`config.mk`:
```
export PLATFORM = sky130hd
export DESIGN_NAME = adc_capture_packer
export DESIGN_NICKNAME = d
export VERILOG_FILES = /design/src/rtl/adc_capture_packer.sv
export SDC_FILE = /design/constraint.sdc
export NUM_CORES = 1
export LEC_CHECK = 0
export BUFFER_PORTS_ARGS = -buffer_cell sky130_fd_sc_hd__clkbuf_2
export CAP_MARGIN = 20
export CORE_MARGIN = 4
export CORE_UTILIZATION = 60
export DETAILED_ROUTE_END_ITERATION = 8
export HOLD_SLACK_MARGIN = 0.15
export MAX_ROUTING_LAYER = met4
export PLACE_DENSITY = 0.77
export SLEW_MARGIN = 20
export SYNTH_ARGS = -nofsm -noshare
export SYNTH_HDL_FRONTEND = slang
export SYNTH_SLANG_ARGS = --single-unit
```
`constraint.sdc`:
```
create_clock -name clk -period 24.4 [get_ports clk]
set_input_delay 2.44 -clock clk [delete_from_list [all_inputs] [get_ports clk]]
set_output_delay 2.44 -clock clk [all_outputs]
set_load 0.05 [all_outputs]
```
`src/rtl/adc_capture_packer.sv`:
```
// Multi-channel ADC capture: decimated, masked captures into a FIFO,
// serialised as one word per enabled channel on a valid/ready stream.
module adc_capture_packer #(
  parameter int NCH   = 4,
  parameter int SW    = 8,
  parameter int DEPTH = 16,
  parameter int CHW   = 2
) (
  input  logic                     clk,
  input  logic                     nreset,
  input  logic [NCH*2*SW-1:0]      din,
  input  logic [NCH-1:0]           ch_en,
  input  logic                     run,
  input  logic [7:0]               decim,
  output logic [2*SW-1:0]          out_data,
  output logic [CHW-1:0]           out_chan,
  output logic                     out_last,
  output logic                     out_valid,
  input  logic                     out_ready,
  output logic [$clog2(DEPTH):0]   fifo_level,
  output logic                     overflow,
  output logic [15:0]              drop_count
);

  localparam int CW = 2 * SW;
  localparam int AW = $clog2(DEPTH);
  localparam int DW = NCH * CW;
  localparam int EW = NCH + DW;

  typedef enum logic {IDLE, SEND} state_t;

  state_t         state, state_n;
  logic [EW-1:0]  mem [DEPTH];
  logic [AW:0]    wptr, rptr;
  logic [7:0]     dcnt;
  logic           run_q;
  logic           cap, full, empty, wr, drop, pop;
  logic [EW-1:0]  head;
  logic [NCH-1:0] hm, rem, rem_n;
  logic [DW-1:0]  hd, sh_data, sh_n;
  logic [CHW-1:0] hidx, ridx, oc_n;
  logic [CW-1:0]  hword, rword, od_n;

  assign fifo_level = wptr - rptr;
  assign empty      = (wptr == rptr);
  assign full       = (fifo_level == (AW+1)'(DEPTH));
  assign cap        = run && (dcnt == 8'd0) && (ch_en != '0);
  assign wr         = cap && !full;
  assign drop       = cap && full;

  assign head = mem[rptr[AW-1:0]];
  assign hm   = head[EW-1 -: NCH];
  assign hd   = head[DW-1:0];

  assign out_valid = (state == SEND);
  assign out_last  = (state == SEND) && (rem == '0);

  always_ff @(posedge clk) begin
    if (wr) mem[wptr[AW-1:0]] <= {ch_en, din};
  end

  always_ff @(posedge clk or negedge nreset) begin
    if (!nreset) begin
      wptr  <= '0;
      rptr  <= '0;
      dcnt  <= '0;
      run_q <= 1'b0;
    end else begin
      run_q <= run;
      if (wr)  wptr <= wptr + 1'b1;
      if (pop) rptr <= rptr + 1'b1;
      if (!run)              dcnt <= '0;
      else if (dcnt == '0)   dcnt <= decim;
      else                   dcnt <= dcnt - 1'b1;
    end
  end

  // A drop on the run rising edge counts on top of the cleared value.
  always_ff @(posedge clk or negedge nreset) begin
    if (!nreset) begin
      overflow   <= 1'b0;
      drop_count <= '0;
    end else if (run && !run_q) begin
      overflow   <= drop;
      drop_count <= drop ? 16'd1 : 16'd0;
    end else if (drop) begin
      overflow <= 1'b1;
      if (drop_count != 16'hFFFF) drop_count <= drop_count + 1'b1;
    end
  end

  always_comb begin
    hidx  = '0;
    hword = '0;
    for (int c = NCH - 1; c >= 0; c--) begin
      if (hm[c]) begin
        hidx  = CHW'(c);
        hword = hd[c*CW +: CW];
      end
    end
  end

  always_comb begin
    ridx  = '0;
    rword = '0;
    for (int c = NCH - 1; c >= 0; c--) begin
      if (rem[c]) begin
        ridx  = CHW'(c);
        rword = sh_data[c*CW +: CW];
      end
    end
  end

  always_comb begin
    state_n = state;
    rem_n   = rem;
    sh_n    = sh_data;
    od_n    = out_data;
    oc_n    = out_chan;
    pop     = 1'b0;
    unique case (state)
      IDLE: pop = !empty;
      SEND: begin
        if (out_ready) begin
          if (!out_last) begin
            oc_n  = ridx;
            od_n  = rword;
            rem_n = rem & (rem - 1'b1);
          end else if (!empty) begin
            pop = 1'b1;
          end else begin
            state_n = IDLE;
          end
        end
      end
      default: state_n = IDLE;
    endcase
    if (pop) begin
      state_n = SEND;
      sh_n    = hd;
      oc_n    = hidx;
      od_n    = hword;
      rem_n   = hm & (hm - 1'b1);
    end
  end

  always_ff @(posedge clk or negedge nreset) begin
    if (!nreset) begin
      state    <= IDLE;
      rem      <= '0;
      sh_data  <= '0;
      out_data <= '0;
      out_chan <= '0;
    end else begin
      state    <= state_n;
      rem      <= rem_n;
      sh_data  <= sh_n;
      out_data <= od_n;
      out_chan <= oc_n;
    end
  end

endmodule

```
# ---- Word-level counts from Yosys, hierarchy flattened
# Memories as Yosys holds them, arrays and structs flattened.
# Index checks and enable logic that the tools add are counted.
dict set report classes {
  n_mux 46
  n_eq_ne 4
  reduce_logical 18
  n_bitwise 3
  addsub 7
}
# operator n
set ops {}
lappend ops {{two-way mux 16 bit} 15}
lappend ops {{two-way mux 2 bit} 12}
lappend ops {{adder 16 x 1 -> 16 bit, second input constant} 1}
lappend ops {{two-way mux 4 bit} 4}
lappend ops {{two-way mux 8 bit} 2}
lappend ops {{inequality test 16 bit, second input constant} 1}
lappend ops {{two-way mux 1 bit} 12}
lappend ops {{adder 5 x 1 -> 5 bit, second input constant} 2}
lappend ops {{bitwise AND 4 bit} 2}
lappend ops {{zero test 8 bit} 1}
lappend ops {{nonzero test 2 bit} 4}
lappend ops {{subtractor 4 x 1 -> 4 bit, second input constant} 2}
lappend ops {{subtractor 8 x 1 -> 8 bit, second input constant} 1}
lappend ops {{logical AND 1 bit} 6}
lappend ops {{equality test 5 bit} 1}
lappend ops {{equality test 5 bit, second input constant} 1}
lappend ops {{subtractor 5 bit} 1}
lappend ops {{zero test 4 bit} 1}
lappend ops {{nonzero test 4 bit} 1}
lappend ops {{zero test 1 bit} 3}
lappend ops {{AND reduction 3 bit} 1}
lappend ops {{inequality test 2 x 1 -> 1 bit, second input constant} 1}
lappend ops {{case mux 1 bit (2 select lines)} 1}
lappend ops {{AND reduction 2 bit} 1}
lappend ops {{inverter 1 bit} 1}
dict set report word_totals {
  in_bits 80
  mem_count 1
  output_inout_bits 42
  regBits 123
  elab_cells 90
  ramBits 1088
}
# memory words word_bits rd rd_ports_with_merged_regs write_ports line
set memory_table {}
lappend memory_table {mem 16 68 1 0 1 33} ;# logic [EW-1:0] mem [DEPTH];

# ---- Longest topological paths before layout
# Gate-level depths: netlist of run 1.
dict set report logic_depth {
  ltp_word 8
  ltp_mapped 14
  ltp_nobuf 11
}

# ---- Least setup slack after synthesis of run 1
# No wires, ideal clock.
dict set report synth_path {
  kind {reg2reg}
  startpoint {register rptr[1]}
  endpoint {memory mem[3][0] (netlist bit) (enable)}
  path_buffers 3
  slack_ns 15.572
  synth_period_minus_slack_ns 8.828
  required_time_ns 23.823
  setup_ns 0.577
  arrival_ns 8.251
  path_stages_with_launch 13
  path_cell_list {dfrtp_1 buf_2 buf_2 buf_1 inv_1 fa_1 xor2_1 or3_1 a211oi_1 o21a_2 nor3_2 nand2_1 nor3_1}
}
dict set report synth_via {
  elab_chain_len 6
}
# item line
set synth_rtl {}
lappend synth_rtl {{start: declaration} 34} ;# logic [AW:0] wptr, rptr;
lappend synth_rtl {{start signal: assignment} 71} ;# if (pop) rptr <= rptr + 1'b1;
lappend synth_rtl {{subtractor 5 bit} 44} ;# assign fifo_level = wptr - rptr;
lappend synth_rtl {{net fifo_level[2]} 20} ;# output logic [$clog2(DEPTH):0] fifo_level,
lappend synth_rtl {{equality test 5 bit} 46} ;# assign full = (fifo_level == (AW+1)'(DEPTH));
lappend synth_rtl {{zero test 1 bit} 48} ;# assign wr = cap && !full;
lappend synth_rtl {{logical AND 1 bit} 48}
lappend synth_rtl {{two-way mux 1 bit} 59} ;# if (wr) mem[wptr[AW-1:0]] <= {ch_en, din};
lappend synth_rtl {{two-way mux 1 bit (not written as such)} 59}
lappend synth_rtl {{end: declaration} 33}
# The timed path passes the listed nets, and every way through them passes these cells.

# ---- Final worst setup path of run 1
dict set report layout_path {
  startpoint {register rptr[0]}
  endpoint {output port fifo_level[4]}
}
dict set report layout_via {
  elab_chain_len 1
}
# item line
set layout_rtl {}
lappend layout_rtl {{subtractor 5 bit} 44}
lappend layout_rtl {{end: declaration} 20}
# No other way between the ends.

==> impl_metrics.py, run 1 <==
metrics = {
    "setup_path": {
        "end_kind": "primary output",
        "startpoint_type": "register",
        "crit_type": "reg -> out",
        "cp_top_family": "flip-flops",
        "crit_required_ns": 21.96,
        "critPathMaxFanout": 41,
        "worst_path_max_delay_cell": "dfrtp_4",
        "worstPathArrival_ns": 3.40,
        "critPathBufInv": 2,
        "max_stage_delay_ns": 0.99,
        "cp_cell_sequence": "ha_1 > inv_1 > fa_1 > a21o_1 > a21oi_1 > xnor2_1 > clkbuf_2",
    },
    "route": {
        "drtPass1Iterations": 6,
        "drtIter0Drc": 3517,
        "wl_um": 108000,
        "ant_nets": 0,
        "wl_met2_um": 52800,
        "dr_wl_met3_um": 12000,
        "route.detailed.drc": 0,
        "m1WireLength_um": 39400,
        "vias_per_cell": 6.64,
        "highest-signal-layer": "met4",
        "wl_per_cell_um": 30.6,
        "vias": 23400,
    },
    "grt": {
        "antenna_found_initial": 5,
        "grt_pass1_wl_um": 161000,
        "grt_pass1_vias": 24100,
        "gr-usage-all-layers": 0.277,
        "globalRoute.totalOverflow": 0,
        "grt_max_degree": 124,
    },
    "sta": {
        "max_freq_mhz": 171,
        "slew_headroom": 0.303,
        "hold_ws_ns": 0.473,
        "rsz0062_at_grt": "no",
        "drv_slew": 0,
        "worst_pin_slew_ns": 1.05,
        "clock_skew_ns": 0.0281,
        "fin_setup_tns_ns": 0,
        "period_minus_slack_ns": 5.84,
        "finalSetupViolCount": 0,
        "finalCritPeriodShare": 0.239,
        "hold_viol_final": 0,
    },
    "run_status": {
        "status": "completed",
    },
    "finish": {
        "layout.nets": 2484,
        "fill_cells": 4584,
        "fin_area_um2": 52000,
        "fin_cells": 3520,
        "drive_above_1_share": 0.273,
        "syn_to_final_growth_pct": 11.9,
    },
    "cts": {
        "insertion_delay_ns": 0.69,
        "cts_tree": "done",
        "cts_sinks": 1194,
        "path_clk_slew_ns": 0.06,
        "cts_buffers": 114,
        "ctsHoldBuffers": 0,
        "ctsHtreeMaxLevel": 3,
        "cts_max_path_buffers": 3,
        "cts.repair.resized": 0,
        "root_buffer": "clkbuf_16",
        "cts_setup_buffers": 0,
    },
    "hold_path": {
        "holdCritPathClass": "reg -> reg",
    },
    "yosys": {
        "syn_inst": 2239,
        "ys_seq_area_frac": 0.761,
        "synthTopCellsByArea": "edfxtp_1 (70%), mux4_2 (15%), dfrtp_1 (5.7%)",
        "ys_ff_latch": 1194,
        "syn_nets": 2332,
        "ys_warn_count": 0,
        "synthDistinctLibCells": 59,
        "synth_top_area_frac": 0.704,
        "syn_area_um2": 46400,
        "synth_area_leader_cell": "edfxtp_1",
        "synth-edff-count": 1088,
        "avgSynthCellArea_um2": 20.7,
        "async_flop_share": 0.0888,
        "synth_flop_cell": "edfxtp_1",
    },
    "die": {
        "core_region_area_um2": 76300,
        "die_x_um": 286,
        "start_util": 0.608,
        "ios": 122,
        "die_area_um2": 81900,
        "placement_rows": 101,
        "die_y_um": 286,
    },
    "power_and_ir_drop": {
        "leakagePower_nw": 17.1,
        "irDropWorstVdd_mv": 0.114,
        "p_per_area_nw_per_um2": 117,
    },
    "place": {
        "gp_congestion": 0.914,
        "post-place-cells": 3305,
        "place_area_um2": 48200,
        "io_buffers": 121,
        "dp_hpwl_um": 57800,
    },
    "job": {
        "max-cap-violations": 0,
    },
}
==> where the power goes <==
part           total [mW]  internal [mW]  leakage [nW]  switching [mW]
combinational        1.84          0.730          4.15            1.11
clock                1.79           1.04          1.85           0.745
sequential           2.47           2.35          11.1           0.128
total                6.10           4.12          17.1            1.98
==> cell families after synthesis <==
family,count (synthesis),synth area share
compound gates,245,0.0369
simple gates,322,0.0305
buf+inv,139,0.0155
mux,307,0.149
fa+ha+maj,13,0.00367
xor+xnor,19,0.00358
flops,1194,0.761
==> worst paths after layout <==
check | from | endpoint | slack, ns | cells past startpoint
max | rptr[0]$_DFFE_PN0P_ | fifo_level[4] | 18.56 | 7
min | overflow$_DFFE_PN0P_ | overflow$_DFFE_PN0P_ | 0.47 | 2
max reg2reg | rptr[0]$_DFFE_PN0P_ | mem[6][60]$_DFFE_PP_ | 18.70 | 11
min reg2reg | overflow$_DFFE_PN0P_ | overflow$_DFFE_PN0P_ | 0.47 | 2
max in group asynchronous | nreset | rptr[1]$_DFFE_PN0P_ | 21.24 | 2
min in group asynchronous | nreset | rptr[4]$_DFFE_PN0P_ | 1.71 | 1
==> per-layer routing <==
metal	vias to the layer above	global-route usage
met2	1465	0.423
met4	0	0.0903
met5	-	-
met3	217	0.0739
met1	12100	0.373
li1	9566	-
==> cell usage in the layout (no fill, tap or decap), types with 17 or more instances in the layout <==
cell and instances:
a21oi_1 37, a22o_1 17, a22oi_1 52, buf_4 38
clkbuf_1 22, clkbuf_16 116, clkbuf_2 120, clkinv_1 22
clkinv_2 20, dfrtp_1 103, edfxtp_1 1088, mux4_2 307
nand2_1 193, nor2_1 29, o211ai_1 20, o21ai_0 41
==> sequential cells by signal (all words and copies together), names as in the netlist <==
name        flops
dcnt            8
mem          1088
drop_count     16
out_data       16
rem             3
out_valid       1
rptr            5
run_q           1
wptr            5
overflow        1
out_chan        2
sh_data        48
==> stage by stage <==
stage	util	power (mW)	worst slack, ns
finish	0.681	6.10	18.56
global route	0.681	6.34	18.34
CTS	0.681	6.11	18.51
detailed placement	0.631	4.32	18.31
global placement	0.631	4.28	18.52
floorplan	-	3.79	15.57
==> synth_stat cells (8+ instances only) <==
library cell     n
and3_1          15
nor2_1          42
ha_1            12
a22oi_1         52
mux4_2         307
o22ai_1         13
a22o_1          17
or3_1           10
buf_2           24
edfxtp_1      1088
dfrtp_1        106
a221oi_1        11
buf_6           20
inv_1           12
o21ai_0         41
o211a_1          8
buf_1           11
xnor2_1         13
o211ai_1        20
clkbuf_1        65
a21oi_1         39
nand3_1         13
o21ai_1         10
nor3_1          14
nand2_1        193
==> area by class of cell <==
class                           count  area [µm²]  share of cell area
Sequential cell                  1194       35300               0.680
Multi-Input combinational cell    906       10500               0.203
Clock buffer                      143        3050              0.0588
Tap cell                         1030        1290              0.0248
Timing Repair Buffer              161         946              0.0182
Clock inverter                     67         744              0.0143
Inverter                           14        55.1             0.00106
Antenna cell                        5        12.5            0.000241
==> worst min-delay path, cell delays in order (launching register included) <==
cell and delay [ns]:
dfrtp_1 0.34, nand2_1 0.05, nand2_1 0.05
Note: power is estimated with default switching activity, not from simulation.
==> inputs of run 2 (changes only) <==
--- a/config.mk
+++ b/config.mk
@@ -8,11 +8,11 @@
 export BUFFER_PORTS_ARGS = -buffer_cell sky130_fd_sc_hd__clkbuf_2
 export CAP_MARGIN = 20
 export CORE_MARGIN = 4
-export CORE_UTILIZATION = 60
+export CORE_UTILIZATION = 56
 export DETAILED_ROUTE_END_ITERATION = 8
 export HOLD_SLACK_MARGIN = 0.15
 export MAX_ROUTING_LAYER = met4
-export PLACE_DENSITY = 0.77
+export PLACE_DENSITY = 0.76
 export SLEW_MARGIN = 20
 export SYNTH_ARGS = -nofsm -noshare
 export SYNTH_HDL_FRONTEND = slang
==> constraint.sdc (replaced) <==
create_clock -name clk -period 4.7 [get_ports clk]
set_input_delay 0.47 -clock clk [delete_from_list [all_inputs] [get_ports clk]]
set_output_delay 0.47 -clock clk [all_outputs]
set_load 0.05 [all_outputs]
==> run 2 against run 1 <==
Against the previous run:
- clock-buffer cell count grew 6
- first-iteration DRC count shrank 14%
- register-to-register slack lost 18 ns
- wire length shrank 0.40%
- final area grew 1.0%
- clock skew grew 0.0012 ns
- critical path type is now reg -> reg
==> impl_metrics.py, run 2 (synthesized netlist as in run 1, its figures left out) <==
metrics = {
    "setup_path": {
        "crit_required_ns": 5.04,
        "cp.depth": 11,
        "max_stage_delay_ns": 0.66,
        "cp_top_family": "simple AND/OR/NAND/NOR gates",
        "end_kind": "register",
        "reg2reg_depth": 11,
        "r2r_slack_ns": 0.59,
        "crit_type": "reg -> reg",
        "startpoint_type": "register",
        "reg2reg_from": "rptr[0]$_DFFE_PN0P_",
        "r2r_end": "mem[3][51]$_DFFE_PP_",
        "critPathBufInv": 2,
        "worst_path_max_delay_cell": "nor3_4",
        "cp_cell_sequence": "ha_1 > inv_1 > fa_2 > a21o_1 > a21oi_2 > xnor2_4 > o21a_2 > nor3_4 > nand2_4 > nor3_4 > buf_12",
        "critPathMaxFanout": 33,
        "worstPathArrival_ns": 4.45,
        "crit_top_cell": "nor3_4",
    },
    "sta": {
        "finalSetupViolCount": 0,
        "period_minus_slack_ns": 4.11,
        "max_freq_mhz": 243,
        "hold_ws_ns": 0.199,
        "clock_skew_ns": 0.0293,
        "finalCritPeriodShare": 0.874,
        "rsz0062_at_grt": "no",
        "slew_headroom": 0.278,
        "worst_pin_slew_ns": 1.08,
        "fin_setup_tns_ns": 0,
        "drv_slew": 0,
        "hold_viol_final": 0,
    },
    "run_status": {
        "status": "completed",
    },
    "finish": {
        "layout_commonest_cell": "edfxtp_1",
        "final_cell_mix": "edfxtp_1 (1,088), mux4_2 (307), nand2_1 (189), clkbuf_2 (120), clkbuf_16 (117)",
        "syn_to_final_growth_pct": 13.1,
        "fin_area_um2": 52500,
        "final_core_util": 0.639,
        "fill_cells": 5191,
        "final-seq-area_um2": 35300,
        "drive_above_1_share": 0.280,
        "largest_reg_flops": 1088,
        "multiInputGateArea_um2": 10600,
        "layout.nets": 2512,
    },
    "cts": {
        "cts_max_path_buffers": 3,
        "path_clk_slew_ns": 0.06,
        "cts_buffers": 111,
        "ctsHtreeMaxLevel": 3,
        "insertion_delay_ns": 0.68,
        "root_buffer": "clkbuf_16",
        "cts_tree": "done",
        "cts_setup_buffers": 0,
        "cts_sinks": 1194,
    },
    "hold_path": {
        "hp-start": "din[50]",
        "hold_path_depth": 1,
        "holdCritPathClass": "in -> reg",
        "min_to": "mem[0][50]$_DFFE_PP_",
    },
    "grt": {
        "grt_pass1_wl_um": 160000,
        "antenna_found_initial": 7,
        "gr-usage-all-layers": 0.259,
        "grt_max_degree": 153,
        "grt_pass1_vias": 24100,
        "globalRoute.totalOverflow": 0,
    },
    "power_and_ir_drop": {
        "leakagePower_nw": 17.3,
        "power.total_mw": 31.6,
        "p_per_area_nw_per_um2": 602,
        "irDropWorstVdd_mv": 0.686,
    },
    "route": {
        "drtIter0Drc": 3028,
        "ant_nets": 0,
        "vias": 23500,
        "wl_per_cell_um": 29.9,
        "route.detailed.drc": 0,
        "drtPass1Iterations": 6,
        "vias_per_cell": 6.53,
        "wl_um": 107000,
    },
    "die": {
        "die_x_um": 296,
        "ios": 122,
        "die_area_um2": 87600,
        "core_region_area_um2": 82100,
        "die_y_um": 296,
        "placement_rows": 105,
        "start_util": 0.565,
    },
    "place": {
        "io_buffers": 121,
        "gp_congestion": 0.891,
        "dp_hpwl_um": 59600,
        "place_area_um2": 48700,
    },
    "job": {
        "max-cap-violations": 0,
    },
}
==> run 2: cell type report <==
class,count,share of cell area
well taps,1070,0.0255
clock inverters,60,0.0107
multi-input cells,906,0.203
clock buffers,149,0.0586
inverters,14,0.00114
flip-flops and latches,1194,0.673
repair buffers,192,0.0282
diodes,8,0.000381
==> run 2: per-stage QoR <==
step           std cells  setup slack [ns]
2_1_floorplan       2239            -0.162
6_report            3593             0.591
5_1_grt             3592             0.380
4_1_cts             3585             0.576
3_3_place_gp        3366             0.680
3_5_place_dp        3366             0.609
==> run 2: per-layer routing <==
layer | up-vias | wire length [µm] | global-route usage
met5 | - | 0 | -
met3 | 212 | 11400 | 0.0624
li1 | 9632 | - | -
met4 | 0 | 3390 | 0.0863
met2 | 1443 | 52500 | 0.400
met1 | 12200 | 40000 | 0.347
==> run 2: where the power goes <==
part           leakage [nW]  total [mW]  internal [mW]  switching [mW]
sequential             11.1        12.7           12.2           0.514
clock                  1.78        8.90           5.14            3.76
combinational          4.41        10.0           3.97            6.06
total                  17.3        31.6           21.3            10.3
==> run 2: worst max path at each step <==
stage | start | end
final | rptr[0]$_DFFE_PN0P_ | mem[3][51]$_DFFE_PP_
after global routing | rptr[0]$_DFFE_PN0P_ | mem[0][41]$_DFFE_PP_
after CTS | rptr[0]$_DFFE_PN0P_ | mem[0][1]$_DFFE_PP_
after detailed placement | rptr[0]$_DFFE_PN0P_ | mem[0][61]$_DFFE_PP_
after global placement | rptr[0]$_DFFE_PN0P_ | mem[0][30]$_DFFE_PP_
after floorplan | rptr[1]$_DFFE_PN0P_ | mem[0][0]$_DFFE_PP_
==> run 2: what timing repair did <==
action                     in CTS  in global routing
gates resized for setup         0                  0
hold endpoints to repair       75                  0
setup endpoints to repair       0                  0
hold buffers                   10                  0
